### config.mk
export PLATFORM = sky130hd
export DESIGN_NAME = mul_result_uart_tx_flat
export DESIGN_NICKNAME = d
export VERILOG_FILES = /design/src/rtl/mul_result_uart_tx_if.sv /design/src/rtl/mul_result_uart_tx.sv /design/src/flat_wrapper.sv
export SDC_FILE = /design/constraint.sdc
export NUM_CORES = 1
export LEC_CHECK = 0
export CORE_ASPECT_RATIO = 1.4
export CORE_MARGIN = 2
export CORE_UTILIZATION = 35
export DETAILED_ROUTE_END_ITERATION = 6
export SLEW_MARGIN = 20
export SYNTH_ARGS = -nofsm -noshare
export SYNTH_HDL_FRONTEND = slang
export SYNTH_SLANG_ARGS = --single-unit
### constraint.sdc
create_clock -name clk -period 2.3 [get_ports clk]
set_input_delay 0.345 -clock clk [delete_from_list [all_inputs] [get_ports clk]]
set_output_delay 0.345 -clock clk [all_outputs]
set_load 0.01 [all_outputs]
### src/rtl/mul_result_uart_tx_if.sv
`default_nettype none
// ============================================================================
// Module      : mul_result_uart_tx_if
// Description : Product handshake and UART status bundle between the
//               multiplier side and the serial transmitter.
// Revision    : 1.0 - initial release
// ============================================================================
interface mul_result_uart_tx_if;
    logic        prod_valid;
    logic [15:0] prod;
    logic        prod_ready;
    logic        tx;
    logic        busy;
    logic        done;

    modport master (
        output prod_valid, prod,
        input  prod_ready, tx, busy, done
    );

    modport slave (
        input  prod_valid, prod,
        output prod_ready, tx, busy, done
    );
endinterface
`default_nettype wire

### src/rtl/mul_result_uart_tx.sv
`default_nettype none
// ============================================================================
// Module      : mul_result_uart_tx
// Description : Captures a 16-bit product and sends it as two back-to-back
//               8N1 UART frames, pulsing done when the last stop bit ends.
// Revision    : 1.0 - initial release
// ============================================================================
module mul_result_uart_tx #(
    parameter int CLKS_PER_BIT = 434,
    parameter bit HIGH_FIRST   = 1'b1
) (
    input  wire logic           clk,
    input  wire logic           rst_n,
    mul_result_uart_tx_if.slave bus
);

    localparam int CW = (CLKS_PER_BIT > 1) ? $clog2(CLKS_PER_BIT) : 1;
    localparam logic [CW-1:0] C_BAUD_MAX = CW'(CLKS_PER_BIT - 1);

    typedef enum logic [1:0] {
        S_IDLE  = 2'd0,
        S_START = 2'd1,
        S_DATA  = 2'd2,
        S_STOP  = 2'd3
    } state_t;

    state_t          state_q, state_d;
    logic [CW-1:0]   baud_q, baud_d;
    logic [2:0]      bit_q, bit_d;
    logic            byte_q, byte_d;
    logic [7:0]      shift_q, shift_d;
    logic [7:0]      second_q, second_d;
    logic            tx_q, tx_d;
    logic            done_q, done_d;
    logic            busy_q, busy_d;
    logic            ready_q, ready_d;
    logic            w_baud_end;

    assign w_baud_end = (baud_q == C_BAUD_MAX);

    always_comb begin
        state_d  = state_q;
        baud_d   = baud_q;
        bit_d    = bit_q;
        byte_d   = byte_q;
        shift_d  = shift_q;
        second_d = second_q;
        tx_d     = tx_q;
        done_d   = 1'b0;

        case (state_q)
            S_IDLE: begin
                tx_d = 1'b1;
                // ready_q mirrors IDLE, so this is exactly the handshake edge
                if (bus.prod_valid && ready_q) begin
                    state_d  = S_START;
                    tx_d     = 1'b0;
                    baud_d   = '0;
                    byte_d   = 1'b0;
                    shift_d  = HIGH_FIRST ? bus.prod[15:8] : bus.prod[7:0];
                    second_d = HIGH_FIRST ? bus.prod[7:0]  : bus.prod[15:8];
                end
            end
            S_START: begin
                if (w_baud_end) begin
                    baud_d  = '0;
                    bit_d   = 3'd0;
                    state_d = S_DATA;
                    tx_d    = shift_q[0];
                end else begin
                    baud_d = baud_q + 1'b1;
                end
            end
            S_DATA: begin
                if (w_baud_end) begin
                    baud_d = '0;
                    if (bit_q == 3'd7) begin
                        state_d = S_STOP;
                        tx_d    = 1'b1;
                    end else begin
                        bit_d   = bit_q + 3'd1;
                        shift_d = shift_q >> 1;
                        tx_d    = shift_q[1];
                    end
                end else begin
                    baud_d = baud_q + 1'b1;
                end
            end
            S_STOP: begin
                if (w_baud_end) begin
                    baud_d = '0;
                    if (!byte_q) begin
                        // second frame follows immediately, no idle gap
                        byte_d  = 1'b1;
                        state_d = S_START;
                        tx_d    = 1'b0;
                        shift_d = second_q;
                    end else begin
                        state_d = S_IDLE;
                        tx_d    = 1'b1;
                        done_d  = 1'b1;
                    end
                end else begin
                    baud_d = baud_q + 1'b1;
                end
            end
            default: begin
                state_d = S_IDLE;
                tx_d    = 1'b1;
            end
        endcase

        busy_d  = (state_d != S_IDLE);
        ready_d = (state_d == S_IDLE);
    end

    always_ff @(posedge clk) begin
        if (!rst_n) begin
            state_q  <= S_IDLE;
            baud_q   <= '0;
            bit_q    <= 3'd0;
            byte_q   <= 1'b0;
            shift_q  <= 8'd0;
            second_q <= 8'd0;
            tx_q     <= 1'b1;
            done_q   <= 1'b0;
            busy_q   <= 1'b0;
            ready_q  <= 1'b1;
        end else begin
            state_q  <= state_d;
            baud_q   <= baud_d;
            bit_q    <= bit_d;
            byte_q   <= byte_d;
            shift_q  <= shift_d;
            second_q <= second_d;
            tx_q     <= tx_d;
            done_q   <= done_d;
            busy_q   <= busy_d;
            ready_q  <= ready_d;
        end
    end

    assign bus.tx         = tx_q;
    assign bus.done       = done_q;
    assign bus.busy       = busy_q;
    assign bus.prod_ready = ready_q;

endmodule
`default_nettype wire
### src/flat_wrapper.sv
// flat-port wrapper written by rule: the top's interface ports become plain ports
module mul_result_uart_tx_flat 
#(
    parameter int CLKS_PER_BIT = 434,
    parameter bit HIGH_FIRST   = 1'b1
)
  (clk, rst_n, bus_prod_valid, bus_prod, bus_prod_ready, bus_tx, bus_busy, bus_done);
  mul_result_uart_tx_if bus_i ();
  input  wire logic clk;
  input  wire logic rst_n;
  input wire logic [$bits(bus_i.prod_valid)-1:0] bus_prod_valid;
  input wire logic [$bits(bus_i.prod)-1:0] bus_prod;
  output wire logic [$bits(bus_i.prod_ready)-1:0] bus_prod_ready;
  output wire logic [$bits(bus_i.tx)-1:0] bus_tx;
  output wire logic [$bits(bus_i.busy)-1:0] bus_busy;
  output wire logic [$bits(bus_i.done)-1:0] bus_done;
  assign bus_i.prod_valid = bus_prod_valid;
  assign bus_i.prod = bus_prod;
  assign bus_prod_ready = bus_i.prod_ready;
  assign bus_tx = bus_i.tx;
  assign bus_busy = bus_i.busy;
  assign bus_done = bus_i.done;
  mul_result_uart_tx #(.CLKS_PER_BIT(CLKS_PER_BIT), .HIGH_FIRST(HIGH_FIRST)) u_core (.clk(clk), .rst_n(rst_n), .bus(bus_i));
endmodule
* Yosys cells after proc, flatten, opt, wreduce, memory -nomap -nowiden
Index checks and enable logic that the tools add are counted.
** Word-level totals
- Flip-flop bits (word level) :: 35
- Output and inout bits :: 4
- Logic and storage cells :: 67
** Operators by class
- $add $sub $neg :: 2
- Eq/ne operators :: 11
- Muxes and demuxes :: 30
- Reductions and logical operators :: 14
** Operators by type and width (number)
- $mux 8 :: 5
- $pmux 8 s3 :: 1
- $mux 9 :: 2
- $pmux 9 s2 :: 1
- $mux 2 :: 5
- $add 9x1->9 const B :: 1
- $eq 9x9->1 const B :: 1
- $mux 1 :: 9
- $mux 3 :: 3
- $reduce_and 3->1 :: 3
- $ne 2x1->1 const B :: 4
- $pmux 2 s4 :: 1
- $pmux 3 s2 :: 1
- $reduce_and 6->1 :: 1
- $reduce_bool 2->1 :: 3
- $eq 2x2->1 const B :: 2
- $logic_not 2->1 :: 2
- $ne 2x2->1 const B :: 2
- $pmux 1 s4 :: 1
- $reduce_and 4->1 :: 1
- $add 3x1->3 const B :: 1
- $eq 3x3->1 const B :: 1
- $reduce_bool 3->1 :: 1
- $reduce_or 3->1 :: 1
- other kinds (4) :: 4

* Depth between registers and ports, before layout
- Word-level depth :: 5
- Gate-level depth with buffers :: 6
- Gate-level depth less buffers :: 6

* Worst setup path before layout
Ideal clock, no wire load.
- Path kind :: reg2reg
- From :: register u_core.bit_q[0]
- To :: register u_core.shift_q[7]
- Data arrival time :: 1.617 ns
- Data required time :: 2.168 ns
- Setup slack :: 0.551 ns
- Stages on the path, launching flop included :: 7
- Path buffers :: 0
- Period minus slack after synthesis :: 1.749 ns
- Cells stage by stage :: dfxtp_1 > ha_1 > ha_1 > nor3b_2 > a311oi_4 > a2111oi_0 > nor3b_1
** On the way
- Cells in the longest elaborated chain, start to end :: 3
** RTL lines
- start, declared :: line mul_result_uart_tx.sv:29 : logic [2:0] bit_q, bit_d;
- start signal, assigned :: line mul_result_uart_tx.sv:132 : bit_q <= bit_d;
- $eq 3x3->1 :: line mul_result_uart_tx.sv:77 : if (bit_q == 3'd7) begin
- $ne 2x2->1 (no source line)
- $reduce_and 6->1 (no source line)
- end signal, assigned :: line mul_result_uart_tx.sv:134 : shift_q <= shift_d;
- end, declared :: line mul_result_uart_tx.sv:31 : logic [7:0] shift_q, shift_d;
No other way between the ends.
A chain may end at the register's enable or synchronous reset.

* Worst setup path after layout
Same ends and word-level chain as after synthesis.

==> flow_metrics.py <==
metrics = {
    "outcome": {
        "status": "completed",
    },
    "yosys": {
        "synth_cell_types": 53,
        "ys_ff_latch": 35,
        "ys.flop_type": "dfxtp_1",
        "muxShareOfSynthArea_pct": 4.37,
        "synth-xor-area-share_pct": 0.477,
        "yosys_warnings": 0,
        "synthTopCellsByArea": "dfxtp_1 (38%), nand2_1 (5.7%), mux2i_1 (4.4%)",
        "yosys.area.top_type": "dfxtp_1",
        "synth_top_family_by_area": "simple AND/OR/NAND/NOR gates",
        "async_flop_share_pct": 0,
        "synth_simple_gate_area_share_pct": 26.5,
        "synthAdderAreaFrac_pct": 2.73,
        "synth_area_mm2": 0.00183,
        "synth_nets": 238,
        "netlist_instances": 215,
        "synth_edf_count": 0,
        "ys_seq_area_share_pct": 38.2,
        "synth_compound_gate_area_share_pct": 24.3,
        "yosysTopAreaCellShare_pct": 38.2,
        "syn-mean-instance-area_um2": 8.53,
    },
    "pwr": {
        "p_per_area_mw_per_mm2": 589,
        "p_leak_nw": 0.808,
        "finalPower_mw": 1.32,
        "peakVddDrop_uv": 349,
    },
    "die": {
        "start_util_pct": 35.8,
        "die-area_mm2": 0.00584,
        "fp.dieH_um": 89.7,
        "coreArea_mm2": 0.00512,
        "rows": 31,
        "dieWidth_um": 65.2,
        "io_pins": 23,
    },
    "global_route": {
        "grt_first_pass_wirelength_um": 7360,
        "antenna_found_initial": 0,
        "grt_pass1_vias": 1562,
        "grt_use_total_pct": 16.4,
        "grt_max_degree": 29,
        "globalRoute.totalOverflow": 0,
    },
    "clocking": {
        "clock-root-buffer": "clkbuf_8",
        "cts_resized": 0,
        "clk_pin_slew_ns": 0.07,
        "numCtsBuffers": 5,
        "cts_sinks": 35,
        "cts_tree": "done",
        "htreeDepth": 2,
        "cts_setup_buffers": 0,
        "clockBufferDepth": 2,
        "holdBufCountCts": 0,
        "clock_latency_ns": 0.29,
    },
    "detailed_routing": {
        "vias": 1664,
        "drtIter0Drc": 62,
        "viasPerCell": 5.42,
        "wl_um": 4380,
        "route.detailed.drc": 0,
        "dr.pass1.iters": 4,
        "ant_nets": 0,
        "wl_per_cell_um": 14.3,
    },
    "placement": {
        "dp_hpwl_um": 3130,
        "gp_congestion": 0.791,
        "dp.cells": 299,
        "io_buffers": 22,
    },
    "finish": {
        "final_cells": 307,
        "n_antenna_cell": 0,
        "syn2layout_area_growth_pct": 22.2,
        "final_nets": 263,
        "drive_gt1_share_pct": 9.54,
        "postLayoutCoreUtil_pct": 43.8,
        "fill_cells": 566,
    },
    "sta": {
        "fmax_ghz": 0.511,
        "slew_headroom_pct": 47.5,
        "setup_tns_ns": 0,
        "min_period_ns": 1.96,
        "hold_viol_final": 0,
        "clock_skew_ns": 0.00340,
        "drv_slew": 0,
        "setup_viol": 0,
        "rsz0062_at_grt": "false",
        "tightest_slew_ns": 0.784,
        "min_period_over_period_pct": 85.1,
    },
    "worst_hold_path": {
        "hold_class": "reg2reg",
    },
    "setup_path": {
        "start_kind": "flip-flop",
        "critPathCaptureType": "flip-flop",
        "critPathKind": "reg2reg",
        "critPathArrivalTime_ns": 2.13,
        "crit_fanout": 8,
        "cp.required_ns": 2.47,
    },
    "job": {
        "drv_cap": 0,
    },
}
critical path, stage by stage, from the launching register on:
cell and delay [ns]:
dfxtp_1 0.34, ha_1 0.21, ha_1 0.24, nor3b_2 0.42, a311oi_4 0.14, a2111oi_0 0.41
nor3b_1 0.09
flip-flops by register name, summed over array words and instances, names as in the netlist:
register and flops:
u_core.baud_q 9, u_core.bit_q 3, u_core.bus.busy 1, u_core.bus.done 1
u_core.bus.prod_ready 1, u_core.bus.tx 1, u_core.byte_q 1, u_core.second_q 8
u_core.shift_q 8, u_core.state_q 2
metal layers:
layer / share of wire, % / GRT usage, % / up-vias
met5: 0 / 0 / -
met4: 1.8 / 7.20 / 0
met3: 2.8 / 2.99 / 6
met2: 52 / 29.0 / 29
met1: 44 / 19.3 / 788
li1: - / - / 841
worst paths after layout:
path | from | to | slack [ns] | cells past startpoint
setup reg to reg | u_core.bit_q[0]$_SDFFE_PN0P_ | u_core.shift_q[7]$_SDFFE_PN0P_ | 0.34 | 6
setup / recovery | u_core.bit_q[0]$_SDFFE_PN0P_ | u_core.shift_q[7]$_SDFFE_PN0P_ | 0.34 | 6
hold / removal | u_core.second_q[1]$_SDFFE_PN0P_ | u_core.second_q[1]$_SDFFE_PN0P_ | 0.47 | 2
hold reg to reg | u_core.second_q[1]$_SDFFE_PN0P_ | u_core.second_q[1]$_SDFFE_PN0P_ | 0.47 | 2
stage by stage:
| step | cell area (µm²) | worst slack (ns) | hold slack (ns) |
|---|---|---|---|
| after floorplan | 1830 | 0.551 | 0.434 |
| after global placement | 2140 | 0.401 | 0.452 |
| after detailed placement | 2140 | 0.353 | 0.461 |
| after CTS | 2240 | 0.342 | 0.471 |
| after global routing | 2240 | 0.103 | 0.492 |
| final | 2240 | 0.344 | 0.466 |
synthesized netlist by cell type, drive strengths merged, types with 3 or more instances:
cell / count
nand4: 3
dfxtp: 35
nor2b: 4
a21boi: 17
inv: 4
a21oi: 13
and3: 3
nor2: 15
nand4b: 3
nand2: 28
buf: 4
o21ai: 13
clkbuf: 7
ha: 4
nand3: 17
o211ai: 3
mux2i: 8
kinds of logic after synthesis:
family                     Yosys count
and+or+nand+nor                     90
AOI/OAI and AO/OA                   62
DFF                                 35
xor gates and xnor gates             1
buffers and inverters               15
muxes                                8
adders and majority gates            4
cell type report:
class | instances | area [µm²] | share of cell area (%)
well taps | 66 | 82.6 | 3.68
multi-input cells | 165 | 1070 | 47.8
flip-flops and latches | 35 | 701 | 31.3
clock buffers | 8 | 100 | 4.46
repair buffers | 29 | 273 | 12.2
inverters | 4 | 15.0 | 0.670
placed cells by master (no fill, tap or decap), drive strengths merged, types with 2 or more instances in the layout:
cell type       n
nand2          28
nand4           3
clkbuf          8
buf             7
nor3b           2
clkdlybuf4s50  22
and2            2
o2111ai         2
nand3          17
a311oi          2
nand4b          3
a21oi          13
and3            3
a21boi         17
nor2b           4
dfxtp          35
inv             4
nand2b          2
nor3            2
and4b           2
and4bb          2
nor2           15
ha              4
o211ai          3
mux2i           8
o21ai          13
where the power goes:
part | internal, mW | switching [mW] | leakage, nW
Combinational | 0.0887 | 0.0890 | 0.471
Clock | 0.273 | 0.219 | 0.0515
Sequential | 0.632 | 0.0183 | 0.285
Total | 0.994 | 0.326 | 0.808
No activity file was read; power rests on OpenSTA's default activity.
